==> src/rtl/scan_decoder.sv <==
// ---------------------------------------------------------------------------
// scan_decoder
//
// Registered binary-to-one-hot decoder with enable. It has two ways of
// choosing the active output:
//   - direct mode: the active output follows the sel input, one cycle later.
//   - scan mode:   the block walks the outputs round-robin by itself. Each
//                  output stays active for dwell+1 cycles.
// Typical loads are display digit enables, LED columns and chip selects.
//
// Parameters:
//   SEL_W   - index width; the number of outputs is N = 2**SEL_W (1..5)
//   DWELL_W - width of the dwell input and of the internal dwell counter
//
// Ports:
//   clk    in   rising-edge clock
//   rst_n  in   asynchronous active-low reset
//   en     in   block enable; 0 forces every output inactive
//   mode   in   0 = direct decode of sel, 1 = auto-scan
//   sel    in   [SEL_W]   index used in direct mode
//   dwell  in   [DWELL_W] scan mode: extra cycles each output is held
//   y      out  [N]       registered one-hot strobe, all-zero when inactive
//   idx    out  [SEL_W]   registered index of the active output
//   active out  registered; 1 when y is one-hot, 0 when y is all-zero
//   wrap   out  registered one-cycle pulse when the scan goes N-1 -> 0
// ---------------------------------------------------------------------------
module scan_decoder #(
    parameter int SEL_W   = 2,
    parameter int DWELL_W = 8
) (
    input  logic                    clk,
    input  logic                    rst_n,
    input  logic                    en,
    input  logic                    mode,
    input  logic [SEL_W-1:0]        sel,
    input  logic [DWELL_W-1:0]      dwell,
    output logic [(2**SEL_W)-1:0]   y,
    output logic [SEL_W-1:0]        idx,
    output logic                    active,
    output logic                    wrap
);

    localparam int N = 2**SEL_W;
    localparam logic [N-1:0] HOT0 = {{(N-1){1'b0}}, 1'b1};

    typedef enum logic [1:0] {
        IDLE,
        DIRECT,
        SCAN
    } state_t;

    state_t               state;
    logic [DWELL_W-1:0]   cnt;
    logic [SEL_W-1:0]     idx_inc;
    logic [N-1:0]         sel_hot;
    logic [N-1:0]         inc_hot;

    // The next scan index simply rolls over in SEL_W bits, which is exactly
    // the modulo-N behaviour we want because N is a power of two. The one-hot
    // patterns are prepared here so the register block can load y together
    // with idx and keep y == (1 << idx) by construction.
    assign idx_inc = idx + SEL_W'(1);
    assign sel_hot = HOT0 << sel;
    assign inc_hot = HOT0 << idx_inc;

    // Single state/output register. The state register holds the mode we
    // were in on the previous cycle; that is what lets us recognise a fresh
    // entry into scan mode (from IDLE, DIRECT or reset) and restart the walk
    // at output 0 with the entry cycle counted as the first dwell cycle.
    // In scan mode, dwell is compared live with >= so that lowering it below
    // the current count forces an advance on the very next edge instead of
    // letting the counter run away. wrap is set only on the advancing edge
    // out of the last output, which is when idx is all ones.
    always_ff @(posedge clk or negedge rst_n) begin
        if (!rst_n) begin
            state  <= IDLE;
            y      <= '0;
            idx    <= '0;
            active <= 1'b0;
            wrap   <= 1'b0;
            cnt    <= '0;
        end else if (!en) begin
            state  <= IDLE;
            y      <= '0;
            active <= 1'b0;
            wrap   <= 1'b0;
        end else if (!mode) begin
            state  <= DIRECT;
            idx    <= sel;
            y      <= sel_hot;
            active <= 1'b1;
            wrap   <= 1'b0;
            cnt    <= '0;
        end else if (state != SCAN) begin
            state  <= SCAN;
            idx    <= '0;
            y      <= HOT0;
            active <= 1'b1;
            wrap   <= 1'b0;
            cnt    <= '0;
        end else begin
            state  <= SCAN;
            active <= 1'b1;
            if (cnt >= dwell) begin
                cnt  <= '0;
                idx  <= idx_inc;
                y    <= inc_hot;
                wrap <= &idx;
            end else begin
                cnt  <= cnt + DWELL_W'(1);
                wrap <= 1'b0;
            end
        end
    end

endmodule

==> config.mk <==
export PLATFORM = sky130hd
export DESIGN_NAME = scan_decoder
export DESIGN_NICKNAME = d
export VERILOG_FILES = /design/src/rtl/scan_decoder.sv
export SDC_FILE = /design/constraint.sdc
export NUM_CORES = 1
export LEC_CHECK = 0
export ABC_AREA = 0
export BUFFER_PORTS_ARGS = -buffer_cell sky130_fd_sc_hd__buf_2
export CORE_ASPECT_RATIO = 0.9
export CORE_MARGIN = 4
export CORE_UTILIZATION = 53
export CTS_CLUSTER_SIZE = 40
export DETAILED_ROUTE_END_ITERATION = 10
export HOLD_SLACK_MARGIN = 0.12
export PLACE_DENSITY = 0.77
export SETUP_SLACK_MARGIN = 0.1
export SYNTH_ARGS = -nofsm -noshare
export SYNTH_HDL_FRONTEND = slang
export SYNTH_SLANG_ARGS = --single-unit
==> constraint.sdc <==
create_clock -name clk -period 2.4 [get_ports clk]
set_input_delay 0.12 -clock clk [delete_from_list [all_inputs] [get_ports clk]]
set_output_delay 0.12 -clock clk [all_outputs]
set_load 0.01 [all_outputs]
# Word level (Yosys, flattened, before mapping)
# Cells that the tools add are included.
word_totals:
  wordCells: 33
  register_bits: 18
  out_inout_bits: 8
classes:
  addsub: 2
  shift: 2
  n_reduce_logical: 2
  n_lt_le_gt_ge: 1
  eq_ne: 3
  n_mux: 17
ops:
  columns: ["cell", "count"]
  rows:
  - ["2-to-1 mux 8 bit", 3]
  - ["2-to-1 mux 4 bit", 4]
  - ["2-to-1 mux 2 bit", 5]
  - ["adder 8 x 1 -> 8 bit (second input constant)", 1]
  - ["greater-or-equal comparator 8 bit", 1]
  - ["left shift 1 x 2 -> 4 bit (first input constant)", 2]
  - ["2-to-1 mux 1 bit", 5]
  - ["!= test 4 x 2 -> 1 bit (second input constant)", 1]
  - ["AND reduction 2 bit", 2]
  - ["!= test 3 x 1 -> 1 bit (second input constant)", 1]
  - ["adder 2 x 1 -> 2 bit (second input constant)", 1]
  - ["!= test 2 bit (second input constant)", 1]

# Depth between registers and ports, before layout
# Gate-level depths: netlist of run 1.
logic_depth:
  ltp_word: 6
  ltp_mapped: 8

# Worst setup path before layout of run 1
# Ideal clock, no wire load.
synth_timing:
  path_type: "register to register"
  from: "register cnt[3]"
  to: "register idx[0]"
  path_stages_with_launch: 7
  arrival_ps: 1768
  synth_period_minus_slack_ps: 1893
  t_required_ps: 2275
  setup_time_ps: 125
  path_buffers: 0
  slack_ps: 507
  path_cell_list: "dfrtp_1 > ha_1 > o21a_1 > a21oi_1 > a211o_2 > a21oi_4 > mux2_2"
synth_via:
  elab_chain_len: 3
synth_lines:
  columns: ["element", "line_no", "rtl"]
  rows:
  - ["start: declaration", "53", "logic [DWELL_W-1:0] cnt;"]
  - ["start signal: assignment", "110", "cnt <= cnt + DWELL_W'(1);"]
  - ["greater-or-equal comparator 8 bit", "104", "if (cnt >= dwell) begin"]
  - ["!= test 3 x 1 -> 1 bit (no line)", null, null]
  - ["AND reduction 2 bit (no line)", null, null]
  - ["end signal: assignment", "89", "idx <= sel;"]
  - ["end signal: assignment", "106", "idx <= idx_inc;"]
  - ["end: declaration", "38", "output logic [SEL_W-1:0] idx,"]
# Every way passes these cells.
# A chain may end at the register's enable or synchronous reset.

# Worst setup path in the final report of run 1
# Same ends and word-level chain as after synthesis.

==> results.py, run 1 <==
metrics = {
    "outcome": {
        "status": "finished clean",
    },
    "synth": {
        "ys_types": 32,
        "async_reset_ff_share_pct": 100.0,
        "netlist_area_sq_um": 1097,
        "synth.yosys.seq_area_share_pct": 41.05,
        "yosys_warnings": 0,
        "synth-edff-count": 0,
        "syn_avg_cell_area_sq_um": 10.07,
        "synth_fp_nets": 137,
        "synth-seq-cells": 18,
        "ys.flop_type": "dfrtp_1",
        "syn_inst": 109,
    },
    "route": {
        "vias": 850,
        "firstDrtPassIters": 4,
        "route.antenna.remaining_nets": 0,
        "drtIter0Drc": 21,
        "drt-total-wl_um": 2090,
        "drc_errors": 0,
        "vias_per_cell": 5.280,
        "wl_per_cell_um": 12.98,
    },
    "floorplanning": {
        "die_w_um": 55.96,
        "initial_core_util_pct": 56.76,
        "rows": 15,
        "core_area_sq_um": 1933,
        "die-area_sq_um": 2863,
        "die_h_um": 51.17,
        "io_pins": 22,
    },
    "layout": {
        "stdcell_count": 161,
        "final_util_pct": 66.67,
        "diodes": 0,
        "drive_gt1_share_pct": 25.74,
        "layout_common_cells": "buf_2, dfrtp_1, inv_1",
        "layout_commonest_cell": "buf_2",
        "nNetsFinal": 165,
        "syn_to_final_growth_pct": 17.45,
    },
    "cts": {
        "clock_path_buffers": 2,
        "cts_made_buffers": 3,
        "htree_num_levels": 1,
        "cts_sinks": 18,
        "cts_resized": 0,
        "cts_tree": "yes",
        "clk_pin_slew_ps": 100,
        "clockRootBuffer": "clkbuf_4",
        "insertion_delay_ps": 290,
    },
    "timing": {
        "fin_crit_ps": 1996,
        "relSlewSlack_pct": 73.90,
        "setup_tns_ps": 0,
        "rsz0062_at_grt": "false",
        "post-route-period-util_pct": 83.15,
        "fin_ws_ps": 404.4,
        "tightest_slew_ps": 391.4,
        "setup_viol": 0,
        "skew_ps": 3.121,
        "clock.fmax_ghz": 0.5011,
        "hold_viol_final": 0,
        "finalMaxSlewViolations": 0,
    },
    "critical_path": {
        "endpoint_kind": "register",
        "crit_chain": "ha_1, o21a_1, a21oi_1, a211o_2, a21oi_4, mux2_2",
        "path_delay_family": "compound AO/OA/AOI/OAI gates",
        "critPathBufInv": 0,
        "crit_type": "register to register",
        "required_ps": 2580,
        "cp.arrival_ps": 2180,
        "slowest_stage": "dfrtp_1",
        "start_kind": "register",
        "cp_max_fo": 10,
        "worst_path_largest_cell_delay_ps": 430,
    },
    "global_routing": {
        "grt_max_degree": 19,
        "grt_pass1_wl_um": 3753,
        "grtUsageTotal_pct": 16.81,
        "antenna_found_initial": 0,
        "grt_pass1_vias": 854,
        "overflow": 0,
    },
    "pwr": {
        "ir_drop_uv": 377.8,
        "power.leakage_nw": 0.6915,
        "powerDensity_nw_per_um2": 467.4,
    },
    "place": {
        "dpl.hpwl_um": 1688,
        "dp_slack_ps": 411.4,
        "routabilityCongestion": 0.7974,
        "placed_cells": 154,
        "numPortBuffers": 21,
    },
    "job": {
        "drv_cap": 0,
    },
    "hold_path": {
        "holdCritPathClass": "input pin to register",
    },
}
power breakdown:
part           internal (W)  total (W)  switching [W]
sequential         0.000314   0.000326      0.0000115
combinational     0.0000435  0.0000942      0.0000506
clock             0.0000923   0.000182      0.0000900
worst paths after layout:
check,slack (ps),endpoint,start,cells after the start
worst max-delay path,400,idx[0],cnt[3],6
worst min-delay path,250,idx[0],sel[0],4
worst max register to register,400,idx[0],cnt[3],6
worst min register to register,520,y[1],y[1],1
max in group asynchronous,1840,idx[1],rst_n,2
min in group asynchronous,280,cnt[3],rst_n,2
cell type report:
type	count	area, sq um
Clock buffer	4	36.28
Fill cell	162	644.4
Inverter	16	60.06
Multi-Input combinational cell	74	575.6
Sequential cell	18	450.4
Tap cell	25	31.28
Timing Repair Buffer	24	135.1
logic make-up (layout without fill, tap and decap cells):
family                     after synthesis  count (layout)  synth area share, %
AOI/OAI and AO/OA                       23              23                16.08
xor gates and xnor gates                 4               4                3.193
adders and majority gates               14              14                15.96
buffers and inverters                   17              44                6.500
DFF                                     18              18                41.05
muxes                                    3               3                3.306
and+or+nand+nor                         30              30                13.91
sequential cells by signal (all words and copies together) (netlist names):
register	count
cnt	8
y	4
idx	2
state	2
active	1
wrap	1
cells in the mapped netlist, types with 2 or more instances:
| master | count | area (sq um) |
|---|---|---|
| a21oi_1 | 3 | 15.01 |
| a22o_2 | 4 | 40.04 |
| a31oi_1 | 2 | 12.51 |
| and2_1 | 2 | 12.51 |
| dfrtp_1 | 18 | 450.4 |
| ha_1 | 14 | 175.2 |
| inv_1 | 16 | 60.06 |
| nand2_1 | 5 | 18.77 |
| nand2b_1 | 2 | 12.51 |
| nand3_1 | 5 | 25.02 |
| nor2_1 | 10 | 37.54 |
| o21ai_0 | 5 | 25.02 |
| o2bb2ai_1 | 2 | 17.52 |
| xnor2_1 | 2 | 17.52 |
| xor2_1 | 2 | 17.52 |
metal layers:
metal  share of wire, %  wire length, um  global-route usage [%]
met1                 45              950                   20.93
met2                 49             1026                   29.38
met3                4.2               88                   3.788
met4                1.1               24                   4.743
met5                  0                0                       0
worst reg2reg max path, stage by stage (launching register included):
cell	delay, ps
dfrtp_1	430
ha_1	290
o21a_1	110
a21oi_1	60
a211o_2	360
a21oi_4	270
mux2_2	370
what timing repair did:
action                                 in CTS  in global routing
buffers inserted                            0                  0
endpoints found under the hold margin      20                  0
hold buffers                                3                  0
metrics by stage:
stage                     hold slack, ps  total power (W)  area, sq um
after CTS                          240.9        0.0006080         1289
after floorplan                   -175.6        0.0003818         1097
after global placement             69.28        0.0004173         1222
final                              245.8        0.0006024         1289
after global routing               274.1        0.0006395         1289
after detailed placement           68.55        0.0004234         1222
Power figures use the tool's default switching activity.
==> run 2, diff against run 1 <==
--- a/config.mk
+++ b/config.mk
@@ -9,11 +9,11 @@
 export BUFFER_PORTS_ARGS = -buffer_cell sky130_fd_sc_hd__buf_2
 export CORE_ASPECT_RATIO = 0.9
 export CORE_MARGIN = 4
-export CORE_UTILIZATION = 53
+export CORE_UTILIZATION = 48
 export CTS_CLUSTER_SIZE = 40
 export DETAILED_ROUTE_END_ITERATION = 10
 export HOLD_SLACK_MARGIN = 0.12
-export PLACE_DENSITY = 0.77
+export PLACE_DENSITY = 0.74
 export SETUP_SLACK_MARGIN = 0.1
 export SYNTH_ARGS = -nofsm -noshare
 export SYNTH_HDL_FRONTEND = slang
==> constraint.sdc (replaced) <==
create_clock -name clk -period 1.61 [get_ports clk]
set_input_delay 0.0805 -clock clk [delete_from_list [all_inputs] [get_ports clk]]
set_output_delay 0.0805 -clock clk [all_outputs]
set_load 0.01 [all_outputs]
==> results.py, run 2 (synthesized netlist as in run 1, its figures left out) <==
metrics = {
    "route": {
        "drtIter0Drc": 16,
        "firstDrtPassIters": 4,
        "route.antenna.remaining_nets": 0,
        "wl_per_cell_um": 11.94,
        "vias_per_cell": 4.972,
        "drt-total-wl_um": 2149,
        "drc_errors": 0,
        "vias": 895,
    },
    "global_routing": {
        "overflow": 0,
        "grtUsageTotal_pct": 16.41,
        "antenna_found_initial": 0,
        "grt_max_degree": 19,
        "grt_pass1_vias": 883,
        "grt_pass1_wl_um": 3767,
    },
    "floorplanning": {
        "initial_core_util_pct": 50.29,
        "rows": 16,
        "die-area_sq_um": 3116,
        "core_area_sq_um": 2182,
        "die_w_um": 58.40,
        "io_pins": 22,
        "die_h_um": 53.36,
    },
    "critical_path": {
        "cp-startpoint": "cnt[3]",
        "cp_max_fo": 7,
        "required_ps": 1810,
        "endpoint_kind": "register",
        "crit_type": "register to register",
        "start_kind": "register",
        "rr_startpoint": "cnt[3]",
        "cp.arrival_ps": 2030,
    },
    "cts": {
        "clock_path_buffers": 2,
        "cts_made_buffers": 3,
        "htree_num_levels": 1,
        "cts_sinks": 18,
        "insertion_delay_ps": 300,
        "cts_tree": "yes",
        "clockRootBuffer": "clkbuf_4",
        "clk_pin_slew_ps": 110,
    },
    "layout": {
        "layout_commonest_cell": "buf_2",
        "stdcell_area_sq_um": 1434,
        "stdcell_count": 180,
        "fillCellCount": 173,
        "drive_gt1_share_pct": 35.29,
        "diodes": 0,
        "syn_to_final_growth_pct": 30.67,
        "largest_reg_flops": 8,
        "top_regs": "cnt: 8 flops, y: 4 flops",
        "nNetsFinal": 182,
        "top_register": "cnt",
        "layout_common_cells": "buf_2, dfrtp_1, inv_1, buf_4, ha_1",
    },
    "timing": {
        "fin_crit_ps": 1836,
        "post-route-period-util_pct": 114.0,
        "hold_viol_final": 0,
        "fin_ws_ps": -225.7,
        "skew_ps": 3.152,
        "clock.fmax_ghz": 0.5448,
        "tightest_slew_ps": 390.5,
        "setup_viol": 14,
        "rsz0062_at_grt": "true",
        "relSlewSlack_pct": 73.97,
        "finalMaxSlewViolations": 0,
    },
    "pwr": {
        "power.leakage_nw": 0.7799,
        "ir_drop_uv": 591.8,
        "powerDensity_nw_per_um2": 646.6,
    },
    "place": {
        "numPortBuffers": 21,
        "routabilityCongestion": 0.8372,
        "dpl.hpwl_um": 1717,
        "placed_area_sq_um": 1334,
        "placed_cells": 170,
    },
    "outcome": {
        "violations": "negative setup slack",
        "status": "finished, violations left",
    },
    "job": {
        "drv_cap": 0,
    },
    "hold_path": {
        "hp-start": "mode",
        "holdCritPathClass": "input pin to register",
    },
}
==> run 2: critical path: stages (launching register included) <==
cell and delay (ps):
dfrtp_1 410, ha_1 280, o21a_1 110, a21oi_1 60, a211o_2 310, a21oi_4 240, mux2_4 320
==> run 2: area by class of cell <==
class	count	area (sq um)	share of cell area, %
Multi-Input combinational cell	74	586.8	40.92
Sequential cell	18	450.4	31.41
Timing Repair Buffer	41	266.5	18.59
Inverter	16	60.06	4.188
Clock buffer	4	36.28	2.531
Tap cell	27	33.78	2.356
==> run 2: metal layers <==
metal	global-route usage [%]	vias up	routed length, um
met3	5.366	4	81
met2	26.77	11	1041
met1	20.60	419	1003
met5	0	-	0
met4	4.633	0	23
li1	-	461	-
==> run 2: report_power, final <==
part	total, W	leakage, nW	internal, W	switching [W]
logic	0.000157	0.517	0.0000786	0.0000780
clock network	0.000286	0.0210	0.000138	0.000148
registers	0.000484	0.242	0.000469	0.0000153
total	0.000927	0.780	0.000686	0.000242
==> run 2: timing repair <==
item | in CTS | in global routing
hold endpoints to repair | 21 | 0
hold buffers | 3 | 0
setup endpoints to repair | 15 | 15
gates resized for setup | 4 | 0
pin swaps | 8 | 0
buffers inserted | 3 | 0
==> run 2: per-stage QoR <==
stage	worst slack, ps	setup TNS (ps)	power [W]	utilization [%]	hold slack (ps)
2_1_floorplan	-226.5	-1529	0.0005713	-	-215.1
3_3_place_gp	-292.9	-3150	0.0006337	61.12	22.76
3_5_place_dp	-356.0	-3668	0.0006412	61.12	27.89
4_1_cts	-229.0	-2392	0.0009345	65.71	182.0
5_1_grt	-312.1	-3823	0.0009804	65.71	201.0
6_report	-225.7	-2256	0.0009272	65.71	186.5
==> run 2: path summary, 6_finish.rpt <==
check | cells past startpoint | to | slack (ps)
max | 6 | idx[0] | -230
min | 3 | y[0] | 190
max reg2reg | 6 | idx[0] | -230
min reg2reg | 1 | y[1] | 520
max in group asynchronous | 2 | y[2] | 1110
min in group asynchronous | 2 | cnt[4] | 220
